===== src/rtl/j1_uart_io_pkg.sv =====
// Shared definitions for the j1 UART peripheral: default IO map, FLAGS bit
// positions and the state encoding used by both serial FSMs.
package j1_uart_io_pkg;

  localparam logic [15:0] ADDR_DATA_DEF  = 16'h1000;
  localparam logic [15:0] ADDR_FLAGS_DEF = 16'h2000;

  localparam int FLAG_TX_READY = 0;
  localparam int FLAG_RX_VALID = 1;
  localparam int FLAG_OVERRUN  = 2;
  localparam int FLAG_FRAMING  = 3;
  localparam int FLAG_IRQ_EN   = 4;

  // ST_BREAK is only used by RX: after a bad stop bit it waits for the line to idle
  typedef enum logic [2:0] {
    ST_IDLE,
    ST_START,
    ST_DATA,
    ST_STOP,
    ST_BREAK
  } uart_state_t;

endpackage


===== src/rtl/uart_rx_fifo.sv =====
// Receive FIFO with a combinational head, so the j1 sees the oldest byte in
// the same cycle as its read strobe.
module uart_rx_fifo #(
  parameter int DEPTH = 16,
  parameter int WIDTH = 8
) (
  input  logic             clk,
  input  logic             resetq,
  input  logic             push,
  input  logic             pop,
  input  logic [WIDTH-1:0] din,
  output logic             full,
  output logic             empty,
  output logic [WIDTH-1:0] head
);

  localparam int AW = $clog2(DEPTH);

  logic [WIDTH-1:0] mem [DEPTH];
  logic [AW:0]      wr_ptr;
  logic [AW:0]      rd_ptr;
  logic             do_pop;
  logic             do_push;

  assign empty   = (wr_ptr == rd_ptr);
  assign full    = (wr_ptr[AW] != rd_ptr[AW]) && (wr_ptr[AW-1:0] == rd_ptr[AW-1:0]);
  assign do_pop  = pop & ~empty;
  // a pop on the same edge frees the slot the push lands in
  assign do_push = push & (~full | do_pop);
  assign head    = mem[rd_ptr[AW-1:0]];

  always_ff @(posedge clk or negedge resetq) begin
    if (!resetq) begin
      wr_ptr <= '0;
      rd_ptr <= '0;
    end else begin
      if (do_push) wr_ptr <= wr_ptr + 1'b1;
      if (do_pop)  rd_ptr <= rd_ptr + 1'b1;
    end
  end

  always_ff @(posedge clk) begin
    if (do_push) mem[wr_ptr[AW-1:0]] <= din;
  end

endmodule


===== src/rtl/j1_uart_io.sv =====
// UART peripheral on the j1 IO bus: DATA/FLAGS registers, 8N1 transmitter,
// oversampled receiver feeding a FIFO, and a level interrupt for pending RX data.
module j1_uart_io
  import j1_uart_io_pkg::*;
#(
  parameter int          CLKS_PER_BIT = 104,
  parameter int          FIFO_DEPTH   = 16,
  parameter logic [15:0] ADDR_DATA    = ADDR_DATA_DEF,
  parameter logic [15:0] ADDR_FLAGS   = ADDR_FLAGS_DEF
) (
  input  logic        clk,
  input  logic        resetq,
  input  logic        io_rd,
  input  logic        io_wr,
  input  logic [15:0] io_addr,
  input  logic [15:0] io_dout,
  output logic [15:0] io_din,
  output logic        interrupt_request,
  input  logic        uart_rx,
  output logic        uart_tx
);

  localparam int            CW        = $clog2(CLKS_PER_BIT);
  localparam logic [CW-1:0] BIT_LAST  = CW'(CLKS_PER_BIT - 1);
  localparam logic [CW-1:0] HALF_LAST = CW'(CLKS_PER_BIT / 2 - 1);

  logic sel_data, sel_flags, data_rd, data_wr, flags_rd, flags_wr;
  assign sel_data  = (io_addr == ADDR_DATA);
  assign sel_flags = (io_addr == ADDR_FLAGS);
  assign data_rd   = io_rd & sel_data;
  assign data_wr   = io_wr & sel_data;
  assign flags_rd  = io_rd & sel_flags;
  assign flags_wr  = io_wr & sel_flags;

  logic unused_dout;
  assign unused_dout = ^io_dout[15:8];

  // ---------------- transmitter ----------------
  uart_state_t   tx_state;
  logic [CW-1:0] tx_cnt;
  logic [2:0]    tx_bit;
  logic [7:0]    tx_shreg;
  logic          tx_ready;

  assign tx_ready = (tx_state == ST_IDLE);

  always_ff @(posedge clk or negedge resetq) begin
    if (!resetq) begin
      tx_state <= ST_IDLE;
      tx_cnt   <= '0;
      tx_bit   <= '0;
      tx_shreg <= '0;
      uart_tx  <= 1'b1;
    end else begin
      case (tx_state)
        ST_IDLE: if (data_wr) begin
          tx_shreg <= io_dout[7:0];
          tx_cnt   <= '0;
          tx_bit   <= '0;
          uart_tx  <= 1'b0;
          tx_state <= ST_START;
        end
        ST_START: if (tx_cnt == BIT_LAST) begin
          tx_cnt   <= '0;
          uart_tx  <= tx_shreg[0];
          tx_state <= ST_DATA;
        end else tx_cnt <= tx_cnt + 1'b1;
        ST_DATA: if (tx_cnt == BIT_LAST) begin
          tx_cnt <= '0;
          if (tx_bit == 3'd7) begin
            uart_tx  <= 1'b1;
            tx_state <= ST_STOP;
          end else begin
            tx_bit   <= tx_bit + 1'b1;
            tx_shreg <= {1'b0, tx_shreg[7:1]};
            uart_tx  <= tx_shreg[1];
          end
        end else tx_cnt <= tx_cnt + 1'b1;
        ST_STOP: if (tx_cnt == BIT_LAST) begin
          tx_cnt   <= '0;
          tx_state <= ST_IDLE;
        end else tx_cnt <= tx_cnt + 1'b1;
        default: tx_state <= ST_IDLE;
      endcase
    end
  end

  // ---------------- receiver ----------------
  logic          rx_meta, rx_sync, rx_prev;
  uart_state_t   rx_state;
  logic [CW-1:0] rx_cnt;
  logic [2:0]    rx_bit;
  logic [7:0]    rx_shreg;
  logic          rx_stop_sample, rx_push, rx_frame_err;

  assign rx_stop_sample = (rx_state == ST_STOP) && (rx_cnt == BIT_LAST);
  assign rx_push        = rx_stop_sample & rx_sync;
  assign rx_frame_err   = rx_stop_sample & ~rx_sync;

  always_ff @(posedge clk or negedge resetq) begin
    if (!resetq) begin
      rx_meta  <= 1'b1;
      rx_sync  <= 1'b1;
      rx_prev  <= 1'b1;
      rx_state <= ST_IDLE;
      rx_cnt   <= '0;
      rx_bit   <= '0;
      rx_shreg <= '0;
    end else begin
      rx_meta <= uart_rx;
      rx_sync <= rx_meta;
      rx_prev <= rx_sync;
      case (rx_state)
        ST_IDLE: if (rx_prev && !rx_sync) begin
          rx_cnt   <= '0;
          rx_state <= ST_START;
        end
        // a start bit that is high again at its mid-point is treated as a glitch
        ST_START: if (rx_cnt == HALF_LAST) begin
          rx_cnt   <= '0;
          rx_bit   <= '0;
          rx_state <= rx_sync ? ST_IDLE : ST_DATA;
        end else rx_cnt <= rx_cnt + 1'b1;
        ST_DATA: if (rx_cnt == BIT_LAST) begin
          rx_cnt   <= '0;
          rx_shreg <= {rx_sync, rx_shreg[7:1]};
          if (rx_bit == 3'd7) rx_state <= ST_STOP;
          else                rx_bit   <= rx_bit + 1'b1;
        end else rx_cnt <= rx_cnt + 1'b1;
        ST_STOP: if (rx_cnt == BIT_LAST) begin
          rx_cnt   <= '0;
          rx_state <= rx_sync ? ST_IDLE : ST_BREAK;
        end else rx_cnt <= rx_cnt + 1'b1;
        ST_BREAK: if (rx_sync) rx_state <= ST_IDLE;
        default: rx_state <= ST_IDLE;
      endcase
    end
  end

  logic       fifo_full, fifo_empty;
  logic [7:0] fifo_head;

  uart_rx_fifo #(.DEPTH(FIFO_DEPTH), .WIDTH(8)) u_fifo (
    .clk   (clk),
    .resetq(resetq),
    .push  (rx_push),
    .pop   (data_rd),
    .din   (rx_shreg),
    .full  (fifo_full),
    .empty (fifo_empty),
    .head  (fifo_head)
  );

  // ---------------- status / control ----------------
  logic irq_en, overrun, framing_err;

  always_ff @(posedge clk or negedge resetq) begin
    if (!resetq) begin
      irq_en            <= 1'b0;
      overrun           <= 1'b0;
      framing_err       <= 1'b0;
      interrupt_request <= 1'b0;
    end else begin
      if (flags_wr) irq_en <= io_dout[4];
      // a fresh error on the clearing edge is kept rather than lost
      overrun           <= (overrun & ~flags_rd) | (rx_push & fifo_full & ~data_rd);
      framing_err       <= (framing_err & ~flags_rd) | rx_frame_err;
      interrupt_request <= irq_en & ~fifo_empty;
    end
  end

  logic [15:0] flags;

  always_comb begin
    flags                = '0;
    flags[FLAG_TX_READY] = tx_ready;
    flags[FLAG_RX_VALID] = ~fifo_empty;
    flags[FLAG_OVERRUN]  = overrun;
    flags[FLAG_FRAMING]  = framing_err;
    flags[FLAG_IRQ_EN]   = irq_en;
    io_din               = '0;
    if (sel_data)       io_din = fifo_empty ? 16'h0000 : {8'h00, fifo_head};
    else if (sel_flags) io_din = flags;
  end

endmodule

===== config.mk =====
export PLATFORM = sky130hd
export DESIGN_NAME = j1_uart_io
export DESIGN_NICKNAME = d
export VERILOG_FILES = /design/src/rtl/j1_uart_io_pkg.sv /design/src/rtl/uart_rx_fifo.sv /design/src/rtl/j1_uart_io.sv
export SDC_FILE = /design/constraint.sdc
export NUM_CORES = 1
export LEC_CHECK = 0
export BUFFER_PORTS_ARGS = -buffer_cell sky130_fd_sc_hd__buf_2
export CAP_MARGIN = 15
export CORE_MARGIN = 3
export CORE_UTILIZATION = 65
export DETAILED_ROUTE_END_ITERATION = 8
export GPL_TIMING_DRIVEN = 0
export HOLD_SLACK_MARGIN = 0.06
export PLACE_DENSITY = 0.85
export SKIP_LAST_GASP = 1
export SLEW_MARGIN = 15
export SYNTH_ARGS = -nofsm -noshare
export SYNTH_HDL_FRONTEND = slang
export SYNTH_SLANG_ARGS = --single-unit

===== constraint.sdc =====
create_clock -name clk -period 7.2 [get_ports clk]
set_clock_uncertainty 0.15 [all_clocks]
set_input_delay 2.16 -clock clk [delete_from_list [all_inputs] [get_ports clk]]
set_output_delay 2.16 -clock clk [all_outputs]
set_load 0.005 [all_outputs]

== Word level (Yosys, flattened, before mapping) ==
Memories as Yosys holds them, arrays and structs flattened.
Cells that the tools add are included.
Word-level totals
  memories: 1
  output and inout port bits: 18
  logic and storage cells: 141
  input bits: 37
  bits in writable memories: 128
  register bits: 60
Operators by class
  bitwise logic cells: 21
  add/sub/neg operators: 6
  multiplexer cells: 44
  reductions and logical operators: 21
  equal/unequal tests: 30
Memory list
  u_fifo.mem: words 16, bits a word 8, rd ports 1, clocked after memory_dff 0, write ports 1, line uart_rx_fifo.sv:19  | logic [WIDTH-1:0] mem [DEPTH];
Operator list (count)
  3-bit two-way mux: 18
  8-bit two-way mux: 5
  7-bit two-way mux: 5
  2-bit != test (second input constant): 12
  7-bit one-hot mux with 3 select lines: 1
  16-bit by 13-bit equality test with 1-bit output (second input constant): 1
  16-bit by 14-bit equality test with 1-bit output (second input constant): 1
  8-bit one-hot mux with 2 select lines: 1
  3-bit one-hot mux with 5 select lines: 1
  7-bit by 1-bit adder with 7-bit output (second input constant): 2
  7-bit equality test (second input constant): 2
  7-bit one-hot mux with 2 select lines: 1
  1-bit AND: 13
  3-bit by 2-bit equality test with 1-bit output (second input constant): 4
  3-bit one-hot mux with 2 select lines: 2
  3-bit one-hot mux with 4 select lines: 1
  4-bit AND reduction: 3
  5-bit by 1-bit adder with 5-bit output (second input constant): 2
  3-bit equality test (second input constant): 3
  7-bit by 6-bit equality test with 1-bit output (second input constant): 1
  3-bit by 1-bit adder with 3-bit output (second input constant): 2
  3-bit by 1-bit equality test with 1-bit output (second input constant): 2
  3-bit logical NOT: 2
  1-bit two-way mux: 6
  other kinds (18): 31

== Logic depth before layout (Yosys ltp) ==
Gate-level depths: netlist of run 1.
  depth in word-level cells: 7
  depth in mapped cells: 8
  mapped depth without buffers: 6

== Modules after synthesis ==
A second synthesis of run 1 with hierarchy kept.
Second synthesis, totals
  cell total of the unflattened synthesis: 548
  area total of the unflattened synthesis: 8460.6 sq um
Modules (own cells, without submodules)
  uart_rx_fifo: instances 1, area each 5527.8 sq um, seq. area each 4093.9 sq um, cells each 269
  j1_uart_io: instances 1, area each 2932.8 sq um, seq. area each 1231.2 sq um, cells each 279

== Least setup slack after synthesis of run 1 ==
No wires, ideal clock.
  path kind: input to output
  from: input io_addr[1]
  to: output io_din[4]
  slack: 1.584 ns
  cell stages on the path: 5
  path buffers: 1
  data required time: 4.890 ns
  arrival: 3.306 ns
  cells stage by stage: nor4_1 -> nand4_1 -> a211oi_1 -> buf_2 -> a22o_1
Between the ends
  word-level cells in the longest chain between the ends: 3
  elaborated cells on any way between the ends: 4
  classes of those cells: eq/ne (2); mux (2)
RTL lines
  start, declared: line j1_uart_io.sv:15  | input logic [15:0] io_addr,
  16-bit by 14-bit equality test with 1-bit output: line j1_uart_io.sv:29  | assign sel_flags = (io_addr == ADDR_FLAGS);
  5-bit two-way mux: line j1_uart_io.sv:183  | else if (sel_flags) io_din = flags;
  8-bit two-way mux (*): line j1_uart_io.sv:182  | if (sel_data) io_din = fifo_empty ? 16'h0000 : {8'h00, fifo_head};
  end, declared: line j1_uart_io.sv:17  | output logic [15:0] io_din,
Mark *: on every way between the ends. The rest lies on a longest branch, timed or not.

== Worst setup path after layout of run 1 ==
  from: input io_addr[8]
  to: output io_din[3]
The elaborated chain is that of the path after synthesis.

==> results of run 1 <==
layer usage:
| layer | routed length (microns) | track usage | up-vias |
|---|---|---|---|
| met5 | 0 | 0 | - |
| met4 | 320 | 0.0959 | 0 |
| met3 | 1040 | 0.0598 | 37 |
| met2 | 8770 | 0.407 | 227 |
| met1 | 6870 | 0.341 | 2503 |
| li1 | - | - | 2234 |
cells by family after synthesis:
family	after synthesis
xor+xnor	16
buf+inv	48
simple gates	142
compound gates	67
flops	187
other cells	1
mux	72
fa+ha+maj	17
flip-flops by register name, indices dropped and copies added, names as in the netlist, 2 cells and up:
register,flops
rx_bit,3
rx_cnt,7
rx_shreg,8
rx_state,3
tx_bit,3
tx_cnt,7
tx_shreg,8
tx_state,2
u_fifo.mem,128
u_fifo.rd_ptr,5
u_fifo.wr_ptr,5
power breakdown:
part	internal, uW	switching (uW)	leakage, uW
Clock	536	386	0.000296
Sequential	1200	50.6	0.00226
Combinational	168	194	0.00133
worst paths after layout:
path / start / endpoint / slack (ps) / cells past startpoint
worst max-delay path: io_addr[8] / io_din[3] / 990 / 7
max in group asynchronous: resetq / rx_bit[0] / 4750 / 1
worst min register to register: rx_meta / rx_sync / 210 / 0
worst min-delay path: rx_meta / rx_sync / 210 / 0
min in group asynchronous: resetq / tx_state[0] / 1640 / 1
worst max register to register: rx_cnt[0] / u_fifo.mem[5][6] / 4170 / 7
synth_stat cells, types with 7 or more instances:
library cell,instances
edfxtp_1,128
dfrtp_1,55
mux4_2,35
nand2_1,30
mux2_2,28
nor2_1,24
and3_1,20
ha_1,17
inv_1,17
a21oi_1,13
o21ai_0,13
buf_4,12
clkbuf_1,10
xnor2_1,10
nor2b_1,9
buf_2,8
mux2i_1,8
nand4_1,8
and2_1,7
through the flow:
step	power [uW]	utilization	hold WS [ps]	instances	cell area, sq um
2_1_floorplan	1530	-	195	557	8400
3_3_place_gp	1600	0.715	196	763	8800
3_5_place_dp	1620	0.716	203	763	8810
4_1_cts	2530	0.764	212	795	9410
5_1_grt	2630	0.764	213	795	9410
6_report	2530	0.764	210	795	9410
final cells by class:
class	count	area (sq um)
clock buffers	26	554
flip-flops and latches	187	5330
well taps	168	210
clock inverters	6	45.0
fillers	692	2900
inverters	17	63.8
multi-input cells	322	2850
repair buffers	38	193
plain buffers	31	171
==> flow_summary.yaml, run 1 <==
sta:
  setup_violations: 0
  rsz0062_at_grt: "false"
  max_clock_freq_ghz: 0.161
  worst_pin_slew_ps: 807
  min_period_ps: 6210
  period_share: 0.863
  tns_ps: 0
  hold_viol: 0
  slew_violations: 0
  relSlewSlack: 0.459
  worst_slack_ps: 986
floorplan:
  num_rows: 40
  die-width_microns: 120
  die_area_sq_um: 14300
  io_pins: 55
  start_util: 0.680
  coreArea_sq_um: 12300
  die_y_microns: 120
min_path:
  worstHoldPathType: "flip-flop to flip-flop"
setup_path:
  critPathKind: "input pin to primary output"
  crit_path_end_kind: "primary output"
  worstPathArrival_ps: 3900
  path_buf_inv: 3
  critPathSlowestCell: "nor4_1"
  path_cells: "buf_2 > nor4_1 > nand4_1 > a211oi_1 > buf_2 > a22o_1 > buf_2"
  cp_data_required_time_ps: 4890
  path_delay_family: "simple AND/OR/NAND/NOR gates"
  max_stage_delay_ps: 380
  critPathLaunchType: "input pin"
  cpMostUsedCell: "buf_2"
  cp_max_fo: 10
yosys:
  seq_area_frac_synth: 0.636
  yosysUniqueCellTypes: 62
  synthAdderAreaFrac: 0.0254
  yosys.area.top_type: "edfxtp_1"
  synth_seq_cells: 187
  syn_area_sq_um: 8380
  synthArstFlopShare: 0.316
  synth_top_area_share: 0.459
  synth_top_family_by_area: "multiplexers"
  avgSynthCellArea_sq_um: 15.2
  synth_compound_area_frac: 0.0557
  synthCells: 550
  synth-edff-count: 128
  synth_warnings: 0
  ys_dominant_reg_cell: "edfxtp_1"
  synth-xor-area-share: 0.0167
  synth.mux.area_fraction: 0.143
  yosys.area_share.simple: 0.0954
  synthTopCellsByArea: "edfxtp_1 46%, dfrtp_1 16%, mux4_2 9.4%"
clock_network:
  clkSinkCount: 187
  post-cts-setup-buffers: 0
  clockBufferDepth: 2
  ctsResizeCount: 0
  htreeDepth: 4
  cts_hold_buf: 0
  clkTransAtPathRegs_ps: 60
  cts_buffers: 17
  clock-root-buffer: "clkbuf_16"
  clock_latency_ps: 420
  cts_tree: "done"
route:
  wl_per_cell_microns: 21.4
  vias: 5001
  firstDrtPassIters: 6
  viasPerCell: 6.29
  ant_nets: 0
  remaining_drc_errors: 0
  routed_wl_microns: 17000
  drt-initial-drc-count: 636
status:
  outcome: "finished clean"
final_layout:
  layout_commonest_cell: "edfxtp_1"
  mostFrequentLayoutCells: "128 x edfxtp_1, 55 x dfrtp_1, 45 x buf_2"
  diodes: 0
  area_delta_synth_final_pct: 12.3
  drive_gt1_frac: 0.260
  nNetsFinal: 668
place:
  gp_congestion: 0.886
  port_buffers: 38
  post-place-ws_ps: 1070
  hpwl_microns: 11300
global_routing:
  grt_max_degree: 60
  antenna_found_initial: 0
  grt_pass1_wl_microns: 27300
  grt.total_usage: 0.253
  grt_pass1_vias: 5044
  grt_overflow: 0
pwr:
  power_density_nw_per_um2: 269
  p_leak_uw: 0.00388
  irDropWorstVdd_uv: 196
run:
  drv_cap: 0
(Power assumes the default switching activity.)
==> run 2: changes to the inputs <==
CORE_UTILIZATION = 50   (was 65)
PLACE_DENSITY = 0.68   (was 0.85)
==> flow_summary.yaml, run 2 (same netlist as run 1, synthesis figures left out) <==
status:
  outcome: "finished clean"
global_routing:
  grt_pass1_wl_microns: 25500
  grt.total_usage: 0.184
  antenna_found_initial: 0
  grt_pass1_vias: 4683
  grt_max_degree: 60
  grt_overflow: 0
clock_network:
  clock-root-buffer: "clkbuf_16"
  htreeDepth: 4
  clkSinkCount: 187
  clockBufferDepth: 2
  cts_tree: "done"
  cts_buffers: 17
  post-cts-setup-buffers: 0
  ctsResizeCount: 0
  clkTransAtPathRegs_ps: 60
  clock_latency_ps: 430
  cts_hold_buf: 0
sta:
  hold_viol: 0
  worst_slack_ps: 1130
  setup_violations: 0
  slew_violations: 0
  max_clock_freq_ghz: 0.165
  rsz0062_at_grt: "false"
  min_period_ps: 6070
  relSlewSlack: 0.450
  whs_ps: 207
  period_share: 0.843
  tns_ps: 0
  worst_pin_slew_ps: 819
route:
  topRoutingLayerUsed: "met4"
  ant_nets: 0
  drt-initial-drc-count: 371
  route.met3.wl_microns: 730
  detailroute.wirelength.met2_microns: 7970
  remaining_drc_errors: 0
  met1_length_microns: 7220
  vias: 4737
  routed_wl_microns: 16100
  firstDrtPassIters: 4
  viasPerCell: 5.61
  wl_per_cell_microns: 19.1
final_layout:
  mostFrequentLayoutCells: "128 x edfxtp_1, 55 x dfrtp_1, 45 x buf_2"
  layout_commonest_cell: "edfxtp_1"
  diodes: 0
  drive_gt1_frac: 0.261
  area_delta_synth_final_pct: 13.6
  nNetsFinal: 669
  largest_reg_flops: 128
  final_core_util: 0.591
setup_path:
  critPathKind: "input pin to primary output"
  crit_path_end_kind: "primary output"
  rrSetupSlack_ps: 4200
  rr_endpoint: "u_fifo.mem[6][6]"
  reg2reg_from: "rx_cnt[0]"
  cp_data_required_time_ps: 4890
  reg2reg_depth: 7
  worstPathArrival_ps: 3760
  cp_max_fo: 10
  critPathLaunchType: "input pin"
floorplan:
  io_pins: 55
  die-width_microns: 135
  start_util: 0.520
  num_rows: 46
  coreArea_sq_um: 16100
  die_area_sq_um: 18300
  die_y_microns: 135
place:
  gp_congestion: 0.871
  post-place-ws_ps: 1130
  hpwl_microns: 11100
  port_buffers: 38
min_path:
  worstHoldPathType: "flip-flop to flip-flop"
  min_from: "rx_meta"
  hold_depth: 0
  min_to: "rx_sync"
pwr:
  power_density_nw_per_um2: 273
  p_leak_uw: 0.00391
  irDropWorstVdd_uv: 178
run:
  drv_cap: 0
==> run 2: worst max-delay path: stages <==
cell and delay (ps):
buf_2 100, nor4_1 340, nand4_1 260, a211oi_1 320, buf_2 290, a22o_1 180, buf_2 110
==> run 2: area by class of cell <==
type	instances	area (sq um)
Timing Repair Buffer	39	200
Tap cell	216	270
Clock inverter	12	181
Sequential cell	187	5330
Buffer	31	171
Fill cell	1248	6600
Clock buffer	20	457
Multi-Input combinational cell	322	2850
Inverter	17	63.8
==> run 2: per-layer routing <==
layer | global-route usage | vias to the layer above
met5 | 0 | -
met1 | 0.258 | 2380
met3 | 0.0412 | 16
met2 | 0.290 | 106
met4 | 0.0605 | 0
li1 | - | 2235
==> run 2: power breakdown <==
part           switching, uW  internal, uW
Clock                    391           604
Combinational            191           167
Sequential              48.6          1200
==> run 2: worst max path at each step <==
stage | from | to | slack, ps | cells past startpoint
floorplan | io_addr[1] | io_din[4] | 1580 | 5
global placement | io_addr[8] | io_din[4] | 1120 | 7
detailed placement | io_addr[4] | io_din[2] | 1130 | 7
CTS | io_addr[4] | io_din[0] | 1120 | 7
global route | io_addr[4] | io_din[4] | 970 | 7
finish | io_addr[4] | io_din[2] | 1130 | 7
==> run 2: per-stage QoR <==
| stage | total power (uW) | instances | instance area, sq um |
|---|---|---|---|
| after global placement | 1600 | 811 | 8860 |
| after floorplan | 1530 | 557 | 8400 |
| after global routing | 2710 | 844 | 9520 |
| final | 2600 | 844 | 9520 |
| after detailed placement | 1630 | 812 | 8880 |
| after CTS | 2620 | 844 | 9520 |
==> run 3: changes to the inputs <==
ABC_AREA = 1   (was unset)
clock period = 5.8 ns   (was 7.2 ns; I/O delays follow)
==> flow_summary.yaml, run 3 <==
status:
  outcome: "finished clean"
clock_network:
  clock_latency_ps: 430
  clockBufferDepth: 2
  cts_buffers: 17
  clock-root-buffer: "clkbuf_16"
  post-cts-setup-buffers: 0
  cts_tree: "done"
  htreeDepth: 4
  clkSinkCount: 187
  ctsResizeCount: 0
  cts_hold_buf: 0
  clkTransAtPathRegs_ps: 70
sta:
  max_clock_freq_ghz: 0.200
  slew_violations: 0
  rsz0062_at_grt: "false"
  setup_violations: 0
  period_share: 0.863
  hold_viol: 0
  relSlewSlack: 0.363
  min_period_ps: 5010
  tns_ps: 0
  worst_pin_slew_ps: 952
setup_path:
  reg2reg_depth: 7
  critPathKind: "input pin to primary output"
  path_cells: "buf_2 > nor2_1 > nand2_1 > nor2_2 > and2_1 > clkbuf_2 > o21ai_0 > nor2_1 > buf_2"
  worstPathArrival_ps: 3120
  crit_path_end_kind: "primary output"
  cp_max_fo: 8
  cp_data_required_time_ps: 3910
  max_stage_delay_ps: 240
  critPathSlowestCell: "nor2_1"
  critPathLaunchType: "input pin"
final_layout:
  nNetsFinal: 1085
  area_delta_synth_final_pct: 11.7
  largest_reg_flops: 128
  mostFrequentLayoutCells: "332 x nand2_1, 128 x edfxtp_1, 86 x nand3_1"
  ff_latch_area_sq_um: 5330
  drive_gt1_frac: 0.156
  n_fill_cell: 1555
  multiInputGateArea_sq_um: 3170
  layout_commonest_cell: "nand2_1"
  diodes: 0
yosys:
  ys_dominant_reg_cell: "edfxtp_1"
  syn_area_sq_um: 9060
  yosys.area.top_type: "edfxtp_1"
  synth_top_area_share: 0.424
  ys_top_cells_by_count: "332 x nand2_1, 128 x edfxtp_1, 86 x nand3_1"
  yosysMostFrequentCell: "nand2_1"
  synth_warnings: 0
  seq_area_frac_synth: 0.588
  synthTopCellsByArea: "edfxtp_1 42%, dfrtp_1 15%, nand2_1 14%"
  yosysUniqueCellTypes: 40
  synth_seq_cells: 187
  avgSynthCellArea_sq_um: 9.37
  synth-edff-count: 128
  synthArstFlopShare: 0.316
  synthCells: 967
min_path:
  hold_depth: 0
  worstHoldPathType: "flip-flop to flip-flop"
global_routing:
  grt_max_degree: 60
  grt_overflow: 0
  grt_pass1_vias: 6061
  grt.total_usage: 0.207
  antenna_found_initial: 0
  grt_pass1_wl_microns: 31800
route:
  drt-initial-drc-count: 558
  routed_wl_microns: 19800
  vias: 6467
  wl_per_cell_microns: 15.6
  viasPerCell: 5.10
  remaining_drc_errors: 0
  firstDrtPassIters: 5
  ant_nets: 0
floorplan:
  start_util: 0.517
  num_rows: 48
  die_area_sq_um: 19800
  die-width_microns: 141
  coreArea_sq_um: 17500
  io_pins: 55
  die_y_microns: 141
place:
  gp_congestion: 0.854
  hpwl_microns: 13300
  port_buffers: 38
run:
  drv_cap: 0
pwr:
  power_density_nw_per_um2: 321
  fin_total_pwr_uw: 3250
  p_leak_uw: 0.00461
  irDropWorstVdd_uv: 258
==> run 3: cell count changes after synthesis, sizes merged, moves of 9 or more <==
| cell | change |
|---|---|
| inv | +80 |
| buf | +9 |
| o21ai | +39 |
| nand3 | +86 |
| and3 | -20 |
| nand2 | +322 |
| mux2 | -29 |
| nor2b | -9 |
| mux4 | -35 |
| nor2 | +64 |
==> run 3: final timing paths <==
| path | startpoint | endpoint | slack, ps |
|---|---|---|---|
| worst max-delay path | io_addr[7] | io_din[1] | 790 |
| worst min-delay path | rx_meta | rx_sync | 210 |
| worst max register to register | rx_cnt[0] | u_fifo.mem[3][5] | 3090 |
| worst min register to register | rx_meta | rx_sync | 210 |
| max in group asynchronous | resetq | rx_bit[0] | 3740 |
| min in group asynchronous | resetq | tx_shreg[7] | 1230 |
==> run 3: critical path, delay by kind of cell <==
kind,cells,cell delay (ps)
buffers and inverters,3,410
AND/OR/NAND/NOR,5,760
AO/OA/AOI/OAI,1,200
==> run 3: per-layer routing <==
metal,wire length [microns],GRT usage,part of all wire
met4,255,0.0474,0.013
met3,1400,0.0472,0.071
met2,9310,0.331,0.47
met1,8790,0.292,0.44
met5,0,0,0
==> run 3: power by group <==
part | leakage (uW) | switching (uW) | total, uW | internal [uW]
Combinational | 0.00208 | 361 | 580 | 219
Sequential | 0.00226 | 64.1 | 1550 | 1490
Clock | 0.000270 | 487 | 1120 | 630
==> run 3: cell type report <==
| type | instances | area share |
|---|---|---|
| clock buffer | 19 | 0.0428 |
| multi-input combinational | 651 | 0.313 |
| sequential | 187 | 0.526 |
| clock inverter | 13 | 0.0124 |
| inverter | 99 | 0.0367 |
| timing repair buffer | 38 | 0.0190 |
| tap | 225 | 0.0278 |
| buffer | 37 | 0.0223 |
==> run 3: cells by family after synthesis <==
family	share of synthesized area
adders and majority gates	0.0235
other	0.000414
AOI/OAI and AO/OA	0.0389
muxes	0.00773
xor gates and xnor gates	0.00967
buffers and inverters	0.0659
DFF	0.588
and+or+nand+nor	0.266
==> run 3: metrics by stage <==
| step | hold WS (ps) | cells | util | worst slack (ps) | instance area, sq um |
|---|---|---|---|---|---|
| global placement | 196 | 1237 | 0.545 | 843 | 9560 |
| detailed placement | 201 | 1237 | 0.545 | 834 | 9560 |
| floorplan | 195 | 974 | - | 1380 | 9090 |
| global route | 213 | 1269 | 0.577 | 618 | 10100 |
| finish | 206 | 1269 | 0.577 | 795 | 10100 |
| CTS | 213 | 1269 | 0.577 | 832 | 10100 |
